`src/rtl/comp_cfg_loader.sv`:
```
// ---------------------------------------------------------------------------
// comp_cfg_loader
//
// Purpose:
//   AXI4-Lite master that loads C_NUM_REGS 32-bit configuration words from
//   CFG_DATA into consecutive registers starting at C_BASE_ADDR. Each word is
//   written with one AW and one W beat, and the master then waits for the B
//   response. Optionally, each word is read back and compared.
//   A rising edge on INIT_AXI_TXN starts a load. The edge is only honoured
//   while the block is idle or done. TXN_DONE rises when the last word
//   completes. ERROR is sticky for the current load.
//
// Configuration:
//   CFG_LOADER_READBACK_EN - when defined, every write is followed by a read
//   of the same address. A non-OKAY RRESP or a data mismatch sets ERROR.
//   When the macro is undefined, the AR/R outputs are held at 0 and ERROR
//   reflects BRESP only.
//
// Ports:
//   M_AXI_ACLK / M_AXI_ARESETN  clock, asynchronous active-low reset
//   INIT_AXI_TXN                start request (rising edge)
//   CFG_DATA                    word i = CFG_DATA[32*i+31:32*i]
//   TXN_DONE, ERROR             load status
//   M_AXI_AW*, M_AXI_W*, M_AXI_B*  write channels
//   M_AXI_AR*, M_AXI_R*         read channels
// ---------------------------------------------------------------------------
module comp_cfg_loader #(
  parameter int C_M_AXI_ADDR_WIDTH = 32,
  parameter int C_M_AXI_DATA_WIDTH = 32,
  parameter int C_NUM_REGS         = 4,
  parameter logic [C_M_AXI_ADDR_WIDTH-1:0] C_BASE_ADDR = 32'h0
) (
  input  logic                            M_AXI_ACLK,
  input  logic                            M_AXI_ARESETN,
  input  logic                            INIT_AXI_TXN,
  input  logic [C_NUM_REGS*32-1:0]        CFG_DATA,
  output logic                            TXN_DONE,
  output logic                            ERROR,
  output logic [C_M_AXI_ADDR_WIDTH-1:0]   M_AXI_AWADDR,
  output logic [2:0]                      M_AXI_AWPROT,
  output logic                            M_AXI_AWVALID,
  input  logic                            M_AXI_AWREADY,
  output logic [C_M_AXI_DATA_WIDTH-1:0]   M_AXI_WDATA,
  output logic [C_M_AXI_DATA_WIDTH/8-1:0] M_AXI_WSTRB,
  output logic                            M_AXI_WVALID,
  input  logic                            M_AXI_WREADY,
  input  logic [1:0]                      M_AXI_BRESP,
  input  logic                            M_AXI_BVALID,
  output logic                            M_AXI_BREADY,
  output logic [C_M_AXI_ADDR_WIDTH-1:0]   M_AXI_ARADDR,
  output logic [2:0]                      M_AXI_ARPROT,
  output logic                            M_AXI_ARVALID,
  input  logic                            M_AXI_ARREADY,
  input  logic [C_M_AXI_DATA_WIDTH-1:0]   M_AXI_RDATA,
  input  logic [1:0]                      M_AXI_RRESP,
  input  logic                            M_AXI_RVALID,
  output logic                            M_AXI_RREADY
);

  localparam int IDX_W = (C_NUM_REGS > 1) ? $clog2(C_NUM_REGS) : 1;
  localparam logic [IDX_W-1:0] LAST_IDX = IDX_W'(C_NUM_REGS - 1);

  typedef enum logic [2:0] {
    S_IDLE,
    S_WR,
    S_WR_RESP,
    S_RD,
    S_RD_RESP,
    S_NEXT,
    S_DONE
  } state_t;

  state_t                        state_q, state_d;
  logic [IDX_W-1:0]              idx_q, idx_d, idx_nxt;
  logic                          init_q, init_d;
  logic                          awvalid_q, awvalid_d;
  logic                          wvalid_q, wvalid_d;
  logic                          aw_done_q, aw_done_d;
  logic                          w_done_q, w_done_d;
  logic                          bready_q, bready_d;
  logic                          txn_done_q, txn_done_d;
  logic                          error_q, error_d;
  logic [C_M_AXI_ADDR_WIDTH-1:0] awaddr_q, awaddr_d;
  logic [C_M_AXI_DATA_WIDTH-1:0] wdata_q, wdata_d;
`ifdef CFG_LOADER_READBACK_EN
  logic                          arvalid_q, arvalid_d;
  logic                          rready_q, rready_d;
  logic [C_M_AXI_ADDR_WIDTH-1:0] araddr_q, araddr_d;
`else
  // The read channel inputs have no function without readback.
  logic unused_rd;
  assign unused_rd = &{1'b0, M_AXI_ARREADY, M_AXI_RDATA, M_AXI_RRESP, M_AXI_RVALID};
`endif

  logic                          start;
  logic                          aw_hs;
  logic                          w_hs;
  logic [31:0]                   cfg_words [C_NUM_REGS];
  logic [C_M_AXI_ADDR_WIDTH-1:0] addr_cur;
  logic [C_M_AXI_ADDR_WIDTH-1:0] addr_nxt;

  for (genvar k = 0; k < C_NUM_REGS; k++) begin : g_words
    assign cfg_words[k] = CFG_DATA[32*k +: 32];
  end

  assign idx_nxt  = idx_q + IDX_W'(1);
  assign addr_cur = C_BASE_ADDR + (C_M_AXI_ADDR_WIDTH'(idx_q) << 2);
  assign addr_nxt = C_BASE_ADDR + (C_M_AXI_ADDR_WIDTH'(idx_nxt) << 2);
  assign start    = INIT_AXI_TXN & ~init_q;
  assign aw_hs    = awvalid_q & M_AXI_AWREADY;
  assign w_hs     = wvalid_q & M_AXI_WREADY;

  // Next-state logic. AW/W VALIDs and the word's address/data are loaded on
  // the transition into S_WR. This way they are already valid in the first
  // S_WR cycle, and they hold steady until their own handshake.
  always_comb begin
    state_d    = state_q;
    idx_d      = idx_q;
    init_d     = INIT_AXI_TXN;
    awvalid_d  = awvalid_q;
    wvalid_d   = wvalid_q;
    aw_done_d  = aw_done_q;
    w_done_d   = w_done_q;
    bready_d   = bready_q;
    txn_done_d = txn_done_q;
    error_d    = error_q;
    awaddr_d   = awaddr_q;
    wdata_d    = wdata_q;
`ifdef CFG_LOADER_READBACK_EN
    arvalid_d  = arvalid_q;
    rready_d   = rready_q;
    araddr_d   = araddr_q;
`endif

    case (state_q)
      S_IDLE, S_DONE: begin
        if (start) begin
          state_d    = S_WR;
          idx_d      = '0;
          txn_done_d = 1'b0;
          error_d    = 1'b0;
          aw_done_d  = 1'b0;
          w_done_d   = 1'b0;
          awvalid_d  = 1'b1;
          wvalid_d   = 1'b1;
          awaddr_d   = C_BASE_ADDR;
          wdata_d    = C_M_AXI_DATA_WIDTH'(cfg_words[0]);
        end
      end

      S_WR: begin
        // AW and W finish independently. The "done" flags remember
        // whichever channel already completed.
        if (aw_hs) begin
          awvalid_d = 1'b0;
          aw_done_d = 1'b1;
        end
        if (w_hs) begin
          wvalid_d = 1'b0;
          w_done_d = 1'b1;
        end
        if ((aw_done_q | aw_hs) && (w_done_q | w_hs)) begin
          state_d  = S_WR_RESP;
          bready_d = 1'b1;
        end
      end

      S_WR_RESP: begin
        if (M_AXI_BVALID) begin
          bready_d = 1'b0;
          if (M_AXI_BRESP != 2'b00) begin
            error_d = 1'b1;
          end
`ifdef CFG_LOADER_READBACK_EN
          state_d   = S_RD;
          arvalid_d = 1'b1;
          araddr_d  = addr_cur;
`else
          state_d   = S_NEXT;
`endif
        end
      end

`ifdef CFG_LOADER_READBACK_EN
      S_RD: begin
        if (arvalid_q && M_AXI_ARREADY) begin
          arvalid_d = 1'b0;
          rready_d  = 1'b1;
          state_d   = S_RD_RESP;
        end
      end

      S_RD_RESP: begin
        if (M_AXI_RVALID) begin
          rready_d = 1'b0;
          if ((M_AXI_RRESP != 2'b00) ||
              (M_AXI_RDATA != C_M_AXI_DATA_WIDTH'(cfg_words[idx_q]))) begin
            error_d = 1'b1;
          end
          state_d = S_NEXT;
        end
      end
`endif

      S_NEXT: begin
        if (idx_q == LAST_IDX) begin
          state_d    = S_DONE;
          txn_done_d = 1'b1;
        end else begin
          state_d   = S_WR;
          idx_d     = idx_nxt;
          aw_done_d = 1'b0;
          w_done_d  = 1'b0;
          awvalid_d = 1'b1;
          wvalid_d  = 1'b1;
          awaddr_d  = addr_nxt;
          wdata_d   = C_M_AXI_DATA_WIDTH'(cfg_words[idx_nxt]);
        end
      end

      default: state_d = S_IDLE;
    endcase
  end

  // All state and every registered output. Reset clears everything
  // immediately. The block then stays idle until the next start edge.
  always_ff @(posedge M_AXI_ACLK or negedge M_AXI_ARESETN) begin
    if (!M_AXI_ARESETN) begin
      state_q    <= S_IDLE;
      idx_q      <= '0;
      init_q     <= 1'b0;
      awvalid_q  <= 1'b0;
      wvalid_q   <= 1'b0;
      aw_done_q  <= 1'b0;
      w_done_q   <= 1'b0;
      bready_q   <= 1'b0;
      txn_done_q <= 1'b0;
      error_q    <= 1'b0;
      awaddr_q   <= '0;
      wdata_q    <= '0;
`ifdef CFG_LOADER_READBACK_EN
      arvalid_q  <= 1'b0;
      rready_q   <= 1'b0;
      araddr_q   <= '0;
`endif
    end else begin
      state_q    <= state_d;
      idx_q      <= idx_d;
      init_q     <= init_d;
      awvalid_q  <= awvalid_d;
      wvalid_q   <= wvalid_d;
      aw_done_q  <= aw_done_d;
      w_done_q   <= w_done_d;
      bready_q   <= bready_d;
      txn_done_q <= txn_done_d;
      error_q    <= error_d;
      awaddr_q   <= awaddr_d;
      wdata_q    <= wdata_d;
`ifdef CFG_LOADER_READBACK_EN
      arvalid_q  <= arvalid_d;
      rready_q   <= rready_d;
      araddr_q   <= araddr_d;
`endif
    end
  end

  assign TXN_DONE      = txn_done_q;
  assign ERROR         = error_q;
  assign M_AXI_AWADDR  = awaddr_q;
  assign M_AXI_AWPROT  = 3'b000;
  assign M_AXI_AWVALID = awvalid_q;
  assign M_AXI_WDATA   = wdata_q;
  assign M_AXI_WSTRB   = '1;
  assign M_AXI_WVALID  = wvalid_q;
  assign M_AXI_BREADY  = bready_q;
  assign M_AXI_ARPROT  = 3'b000;
`ifdef CFG_LOADER_READBACK_EN
  assign M_AXI_ARADDR  = araddr_q;
  assign M_AXI_ARVALID = arvalid_q;
  assign M_AXI_RREADY  = rready_q;
`else
  assign M_AXI_ARADDR  = '0;
  assign M_AXI_ARVALID = 1'b0;
  assign M_AXI_RREADY  = 1'b0;
`endif

endmodule
```
`config.mk`:
```
export PLATFORM = sky130hd
export DESIGN_NAME = comp_cfg_loader
export DESIGN_NICKNAME = d
export VERILOG_FILES = /design/src/rtl/comp_cfg_loader.sv
export SDC_FILE = /design/constraint.sdc
export NUM_CORES = 1
export LEC_CHECK = 0
export CAP_MARGIN = 20
export CORE_AREA = 2 2 111 113
export DETAILED_ROUTE_END_ITERATION = 10
export DIE_AREA = 0 0 113 115
export PLACE_DENSITY = 0.77
export SETUP_SLACK_MARGIN = 0.1
export SLEW_MARGIN = 20
export SYNTH_ARGS = -nofsm -noshare
export SYNTH_HDL_FRONTEND = slang
export SYNTH_SLANG_ARGS = --single-unit
```
`constraint.sdc`:
```
create_clock -name M_AXI_ACLK -period 1.7 [get_ports M_AXI_ACLK]
set_input_delay 0.34 -clock M_AXI_ACLK [delete_from_list [all_inputs] [get_ports M_AXI_ACLK]]
set_output_delay 0.34 -clock M_AXI_ACLK [all_outputs]
set_load 0.02 [all_outputs]
```
### Word level (Yosys, flattened, before mapping)

Cells that the tools add are included.

* register bits after elaboration: 77
* logic and storage cells: 86
* input bits: 172
* output and inout port bits: 113

* magnitude comparators: 1
* bitwise logic cells: 7
* mux-type cells: 37
* add/subtract/negate cells: 1
* eq/ne operators: 13
* reductions and logical operators: 15

Operators by type and width (number)
* 2-to-1 mux 32 bit: 6
* one-hot mux 32 bit (2 select lines): 2
* binary-select mux 32 bit (select 2 bit): 1
* != test 2 bit, second input constant: 8
* 2-to-1 mux 1 bit: 13
* 2-to-1 mux 3 bit: 4
* one-hot mux 1 bit (3 select lines): 4
* one-hot mux 3 bit (4 select lines): 1
* AND reduction 3 bit: 4
* AND reduction 4 bit: 3
* nonzero test 2 bit: 4
* == test 3 bit, second input constant: 2
* one-hot mux 1 bit (2 select lines): 3
* 2-to-1 mux 2 bit: 2
* one-hot mux 2 bit (2 select lines): 1
* AND 1 bit: 3
* == test 3 x 1 -> 1 bit, second input constant: 1
* == test 3 x 2 -> 1 bit, second input constant: 1
* greater-or-equal comparator 3 bit, second input constant: 1
* zero test 3 bit: 1
* inverter 2 -> 3 bit: 1
* nonzero test 3 bit: 1
* adder 2 x 1 -> 2 bit, second input constant: 1
* == test 2 bit, second input constant: 1
* other kinds (4): 5

### Longest topological paths before layout

Gate-level depths: netlist of the first run.

* depth after elaboration: 7
* depth in mapped cells: 7
* mapped depth without buffers: 5

### Least setup slack after synthesis of the first run

No wires, ideal clock.

* path type: register to register
* from: register, netlist name M_AXI_AWADDR[2]
* to: register wdata_q[16] (netlist: M_AXI_WDATA[16])
* stages on the path, launching flop included: 7
* arrival: 1.749 ns
* library setup time: 0.125 ns
* clock period less this slack: 1.874 ns
* required time: 1.575 ns
* slack: -0.174 ns
* path buffers: 1
* cell sequence: dfrtp_1 ha_1 nor3b_2 o21ai_1 o31ai_2 buf_6 mux2_2

RTL lines
* end signal: assignment: RTL line 258 `wdata_q <= wdata_d;`
* end: declaration: RTL line 84 `logic [C_M_AXI_DATA_WIDTH-1:0] wdata_q, wdata_d;`

==> results of run 1 <==
[power breakdown]
group	total, uW	internal (uW)	switching (uW)
clock	1280	848	436
sequential	1900	1580	315
combinational	4380	2180	2200
[through the flow]
step	hold slack, ns	total power [uW]	cells
after global routing	0.06623	7996	712
after floorplan	0.04441	4338	440
after CTS	0.04162	7323	706
after detailed placement	0.3572	6019	689
after global placement	0.3403	5899	689
final	0.02301	7560	712
[Yosys cell counts (3+ instances only)]
| library cell | count |
|---|---|
| inv_1 | 37 |
| o31ai_1 | 4 |
| a21oi_1 | 6 |
| o22ai_1 | 3 |
| dfrtp_1 | 45 |
| mux2i_1 | 62 |
| buf_4 | 75 |
| buf_2 | 9 |
| a22o_1 | 3 |
| o21ai_0 | 8 |
| a21o_1 | 3 |
| clkbuf_1 | 7 |
| o221ai_1 | 31 |
| nand2_1 | 38 |
| and2_1 | 4 |
[routing by layer]
metal / up-vias / part of all wire, % / track usage (%)
li1: 1523 / - / -
met5: - / 0 / 0
met2: 172 / 55 / 29.74
met1: 1521 / 35 / 15.85
met3: 17 / 8.1 / 3.532
met4: 0 / 1.6 / 3.740
[cell type report]
cell class              count  area, sq um  area share, %
well taps                 147        183.9          3.194
repair buffers            213         2222          38.59
multi-input cells         262         1888          32.79
inverters                  37        138.9          2.412
clock buffers               5        125.1          2.173
flip-flops and latches     45         1131          19.64
clock inverters             3        68.82          1.195
[registers in the layout (all words and copies together) (netlist names)]
register and flops:
aw_done_q 1, TXN_DONE 1, M_AXI_AWADDR 2, init_q 1, M_AXI_WVALID 1, w_done_q 1, state_q 3, M_AXI_BREADY 1
M_AXI_AWVALID 1, M_AXI_WDATA 32, ERROR 1
[cell families (layout without fill, tap and decap cells)]
group	after synthesis	count (layout)
AO/OA/AOI/OAI	65	65
adder cells (fa/ha/maj)	1	1
buffers and inverters	133	258
flip-flops	45	45
multiplexers	64	64
other	2	74
AND/OR/NAND/NOR	58	58
[path summary, 6_finish.rpt]
check                                      from              end  slack, ns  depth (start not counted)
worst max-delay path            M_AXI_AWADDR[3]  M_AXI_WDATA[16]       0.02                          7
min in group M_AXI_ACLK            INIT_AXI_TXN           init_q       0.40                          1
worst min-delay path              M_AXI_ARESETN  M_AXI_WDATA[18]       0.02                          1
worst min register to register  M_AXI_WDATA[24]  M_AXI_WDATA[24]       0.51                          2
max in group asynchronous         M_AXI_ARESETN  M_AXI_AWADDR[2]       1.14                          2
worst max register to register  M_AXI_AWADDR[3]  M_AXI_WDATA[16]       0.02                          7
[timing repair]
item / CTS / global route
hold endpoints to repair: 0 / 0
gates resized for setup: 44 / 35
endpoints found under the setup margin: 65 / 43
cloned: 1 / 4
pin swaps: 4 / 11
setup buffers: 8 / 3
[worst register-to-register path, stage by stage, from the launching register on]
cell     delay, ns
dfrtp_2       0.44
ha_4          0.18
nor3b_4       0.21
o21ai_2       0.10
o31ai_4       0.08
buf_6         0.19
buf_6         0.10
mux2_4        0.28
==> reports/qor.yml, run 1 <==
run_status:
  status: "complete, but fails checks"
  failed_checks: "design-rule violations"
logic_synthesis:
  synth-main-ff-cell: "dfrtp_1"
  synth_simple_gate_area_share_pct: 8.618
  syn_area_per_cell_sq_um: 9.350
  synth_mux_area_share_pct: 18.69
  synth_fa_ha_area_share_pct: 0.3636
  synth_area_leaders: "dfrtp_1 33%, mux2i_1 18%, buf_4 16%"
  synth_xor_xnor_area_share_pct: 0
  netlist.area_leader.share_pct: 32.73
  ys_async_sr_fraction_pct: 100.0
  synth_compound_area_share_pct: 14.98
  yosysUniqueCellTypes: 41
  synth_top_family_by_area: "buffers and inverters"
  synth_edf_count: 0
  yosysTopAreaCell: "dfrtp_1"
  yosysSeqAreaShare_pct: 32.73
  yosys_warnings: 0
  yosys_register_bits: 45
  syn_inst: 368
  netlist_area_sq_um: 3441
die:
  die_area_sq_um: 13000
  ioPinCount: 285
  initial_core_util_pct: 29.13
  die_y_um: 115
  num_rows: 40
  die_width_um: 113
  core_sq_um: 11810
cells_and_area:
  final_common_cell: "clkdlybuf4s50_1"
  design_area_sq_um: 5758
  final_core_util_pct: 48.75
  drive_gt1_share_pct: 14.87
  final_cell_mix: "135 x clkdlybuf4s50_1, 74 x conb_1, 60 x mux2i_1"
  fin_nets: 737
  fillers: 1090
  syn_to_final_growth_pct: 67.35
  antenna_cells: 0
power_and_ir_drop:
  ir_drop_v: 0.0005272
  power.density_nw_per_um2: 1313
  leakage_uw: 0.002546
min_path:
  min_path_type: "input port to async pin"
drt:
  post-route-drc-count: 15
  via_per_inst: 4.541
  vias: 3233
  wl_per_cell_um: 15.22
  first_pass_iters: 7
  drt_wl_total_um: 10840
  drt_iter0_markers: 66
  ant_nets: 0
timing:
  hold_viol: 0
  tightestPinTransition_ns: 0.5448
  maxSlewViolCount: 0
  fin_ws_ns: 0.02450
  setup_viol: 0
  timing.fmax_mhz: 596.8
  fin_skew_ns: 0.008937
  period_share_pct: 98.56
  finalCriticalPeriod_ns: 1.675
  slew_headroom_pct: 63.68
  fin_setup_tns_ns: 0
  rsz0062_at_grt: "yes"
grt:
  grt_pass1_vias: 3214
  track_usage_pct: 14.99
  grt_max_degree: 25
  grt_overflow: 0
  grt_first_pass_wirelength_um: 15450
  grt_antenna_before_repair: 0
clock_network:
  cts_buffers: 5
  h-tree-depth: 2
  clk_latency_ns: 0.29
  clockBufferDepth: 2
  cts_num_sinks: 45
  clk_pin_slew_ns: 0.07
  hold_buffers: 0
  cts_tree: "built"
  root_buffer: "clkbuf_16"
setup_path:
  critPathTopFamily: "flip-flops"
  critical-path-max-stage-delay_ns: 0.44
  setup.worst_path.end_class: "register"
  crit_top_cell: "buf_6"
  critPathBufInv: 2
  critPathKind: "register to register"
  crit_fanout: 5
  cp.arrival_ns: 1.85
  critical-path-slowest-cell: "dfrtp_2"
  worst_setup_path_start_kind: "register"
  cp.required_ns: 1.88
  cp_cell_sequence: "ha_4 -> nor3b_4 -> o21ai_2 -> o31ai_4 -> buf_6 -> buf_6 -> mux2_4"
place:
  dpl.hpwl_um: 8196
  port_buffers: 174
  place_area_sq_um: 5233
  place_congestion: 0.8029
  place_ws_ns: -0.3654
job:
  cap_viol_max_count: 0
(Power assumes the default switching activity.)
==> run 2: changes to the inputs <==
CELL_PAD_IN_SITES_DETAIL_PLACEMENT = 1   (was not set)
CELL_PAD_IN_SITES_GLOBAL_PLACEMENT = 1   (was not set)
CORE_AREA = not set   (was 2 2 111 113)
CORE_ASPECT_RATIO = 1.5   (was not set)
CORE_MARGIN = 1   (was not set)
CORE_UTILIZATION = 20   (was not set)
DIE_AREA = not set   (was 0 0 113 115)
PLACE_DENSITY = not set   (was 0.77)
PLACE_DENSITY_LB_ADDON = 0.1   (was not set)
SKIP_CTS_REPAIR_TIMING = 1   (was not set)
==> run 2 against run 1 <==
Net effect: the run ends with negative setup slack left; sequential power about the same; hold slack improved by 0.26 ns; count of clock-buffer cells in the layout increased by 2; core utilization decreased by 13 points; non-clock buffer count decreased by 1; clock skew decreased by 0.0026 ns; final area increased by 5.2%; maximum frequency decreased by 1.5%; power about the same; global-route usage decreased by 1.7 points; cell count increased by 8.7%; critical path depth decreased by 1; highest routed layer unchanged.
==> reports/qor.yml, run 2 (same netlist as run 1, synthesis figures left out) <==
cells_and_area:
  fillers: 1917  # +76%
  seqCellArea_sq_um: 1131  # unchanged
  final_cell_mix: "133 x clkdlybuf4s50_1, 74 x conb_1, 60 x mux2i_1"
  final_common_cell: "clkdlybuf4s50_1"
  antenna_cells: 0  # unchanged
  fin_nets: 736  # -0.14%
  drive_gt1_share_pct: 16.13  # +1.3 points
  syn_to_final_growth_pct: 76.11
  largest_reg_flops: 32  # unchanged
  design_area_sq_um: 6060  # +5.2%
  multi_input_area_sq_um: 2026  # +7.3%
drt:
  drt_wl_total_um: 12160  # +12%
  first_pass_iters: 4  # -3
  ant_nets: 0  # unchanged
  via_per_inst: 4.127  # -9.1%
  post-route-drc-count: 0  # -15
  drt_iter0_markers: 41  # -38%
  wl_per_cell_um: 15.71  # +3.2%
  vias: 3194  # -1.2%
clock_network:
  clk_pin_slew_ns: 0.07  # about the same
  clockBufferDepth: 2  # unchanged
  cts_buffers: 5  # unchanged
  h-tree-depth: 2  # unchanged
  cts_tree: "built"
  cts_num_sinks: 45  # unchanged
  clk_latency_ns: 0.29  # about the same
  root_buffer: "clkbuf_16"
timing:
  setup_viol: 1  # +1
  fin_skew_ns: 0.006293  # -0.002644 ns
  hold_viol: 0  # unchanged
  maxSlewViolCount: 0  # unchanged
  period_share_pct: 100.1  # +1.5 points
  slew_headroom_pct: 67.07  # +3.4 points
  fin_ws_ns: -0.0008740  # -0.02538 ns
  finalCriticalPeriod_ns: 1.701  # +0.02538 ns
  rsz0062_at_grt: "yes"
  fin_setup_tns_ns: -0.0008740  # -0.0008740 ns
  tightestPinTransition_ns: 0.4902  # -0.05466 ns
  hold_ws_ns: 0.2780  # +0.2550 ns
  timing.fmax_mhz: 587.9  # -1.5%
run_status:
  failed_checks: "negative setup slack"
  status: "complete, but fails checks"
die:
  num_rows: 58  # +45%
  die_y_um: 162.6  # +41%
  core_sq_um: 16760  # +42%
  die_width_um: 109.1  # -3.5%
  ioPinCount: 285  # unchanged
  initial_core_util_pct: 20.53  # -8.6 points
  die_area_sq_um: 17740  # +37%
grt:
  grt_max_degree: 25  # unchanged
  grt_overflow: 0  # unchanged
  grt_first_pass_wirelength_um: 17750  # +15%
  grt_pass1_vias: 3381  # +5.2%
  track_usage_pct: 13.31  # -1.7 points
  grt_antenna_before_repair: 0  # unchanged
min_path:
  min_path_type: "input port to register"
setup_path:
  rr_endpoint: "M_AXI_WDATA[16]"
  critical-path-max-stage-delay_ns: 0.42  # -0.02 ns
  cp.arrival_ns: 1.87  # +0.02 ns
  worst_setup_path_start_kind: "register"
  cp_cell_sequence: "ha_4 -> buf_12 -> o21a_4 -> buf_6 -> a2bb2oi_2 -> mux2_4"
  r2r_cells: 6  # -1
  cp.required_ns: 1.87  # about the same
  critical-path-slowest-cell: "dfrtp_2"
  reg2reg_setup_slack_ns: -0.0009  # -0.03 ns
  critPathKind: "register to register"
  critPathTopFamily: "flip-flops"
  crit_end: "M_AXI_WDATA[16]"
  critPathBufInv: 2  # unchanged
  path_depth: 6  # -1
  cp-startpoint: "M_AXI_AWADDR[2]"
  r2r_start: "M_AXI_AWADDR[2]"
  setup.worst_path.end_class: "register"
  crit_fanout: 7  # +2
place:
  place_area_sq_um: 5411  # +3.4%
  place_ws_ns: -0.3529  # +0.01251 ns
  dpl.hpwl_um: 9776  # +19%
  place_congestion: 0.6922  # -14%
  port_buffers: 174  # unchanged
power_and_ir_drop:
  ir_drop_v: 0.0005255  # -0.32%
  leakage_uw: 0.002814  # +11%
  power.density_nw_per_um2: 1249  # -4.9%
job:
  cap_viol_max_count: 0  # unchanged
run 2: per-layer routing:
layer | vias up | track usage, % | wire, um
met4 | 0 | 3.686 | 113
li1 | 1515 | - | -
met5 | - | 0 | 0
met1 | 1540 | 13.16 | 3913
met3 | 7 | 2.001 | 762
met2 | 132 | 27.33 | 7373
run 2: through the flow:
| stage | util [%] | instances | total power [uW] |
|---|---|---|---|
| after detailed placement | 32.28 | 762 | 6302 |
| final | 36.15 | 774 | 7567 |
| after global routing | 36.15 | 774 | 8049 |
| after global placement | 32.28 | 762 | 6233 |
| after CTS | 33.31 | 770 | 7516 |
| after floorplan | - | 440 | 4338 |
run 2: power breakdown:
part,switching (uW),internal [uW],leakage [uW]
clock,420,735,0.0000841
sequential,294,1580,0.000526
combinational,2230,2300,0.00220
run 2: worst min-delay path by stage:
stage,startpoint,endpoint,slack [ns],cells after the start
finish,INIT_AXI_TXN,init_q,0.28,1
global route,INIT_AXI_TXN,init_q,0.28,1
CTS,M_AXI_ARESETN,init_q,-0.02,1
detailed placement,M_AXI_ARESETN,M_AXI_BREADY,0.29,1
global placement,M_AXI_ARESETN,M_AXI_BREADY,0.30,1
floorplan,M_AXI_ARESETN,ERROR,0.04,0
run 2: area by class of cell:
type / count / share of cell area, %
timing repair buffer: 212 / 38.43
multi-input combinational: 262 / 33.43
sequential: 45 / 18.67
tap: 210 / 4.336
clock buffer: 7 / 2.354
inverter: 37 / 2.292
clock inverter: 1 / 0.4956
==> run 3: changes to the inputs <==
ABC_CLOCK_PERIOD_IN_PS = 1700   (was not set)
==> results of run 3 <==
Final layout, timing and power as in run 2 (identical DEF).
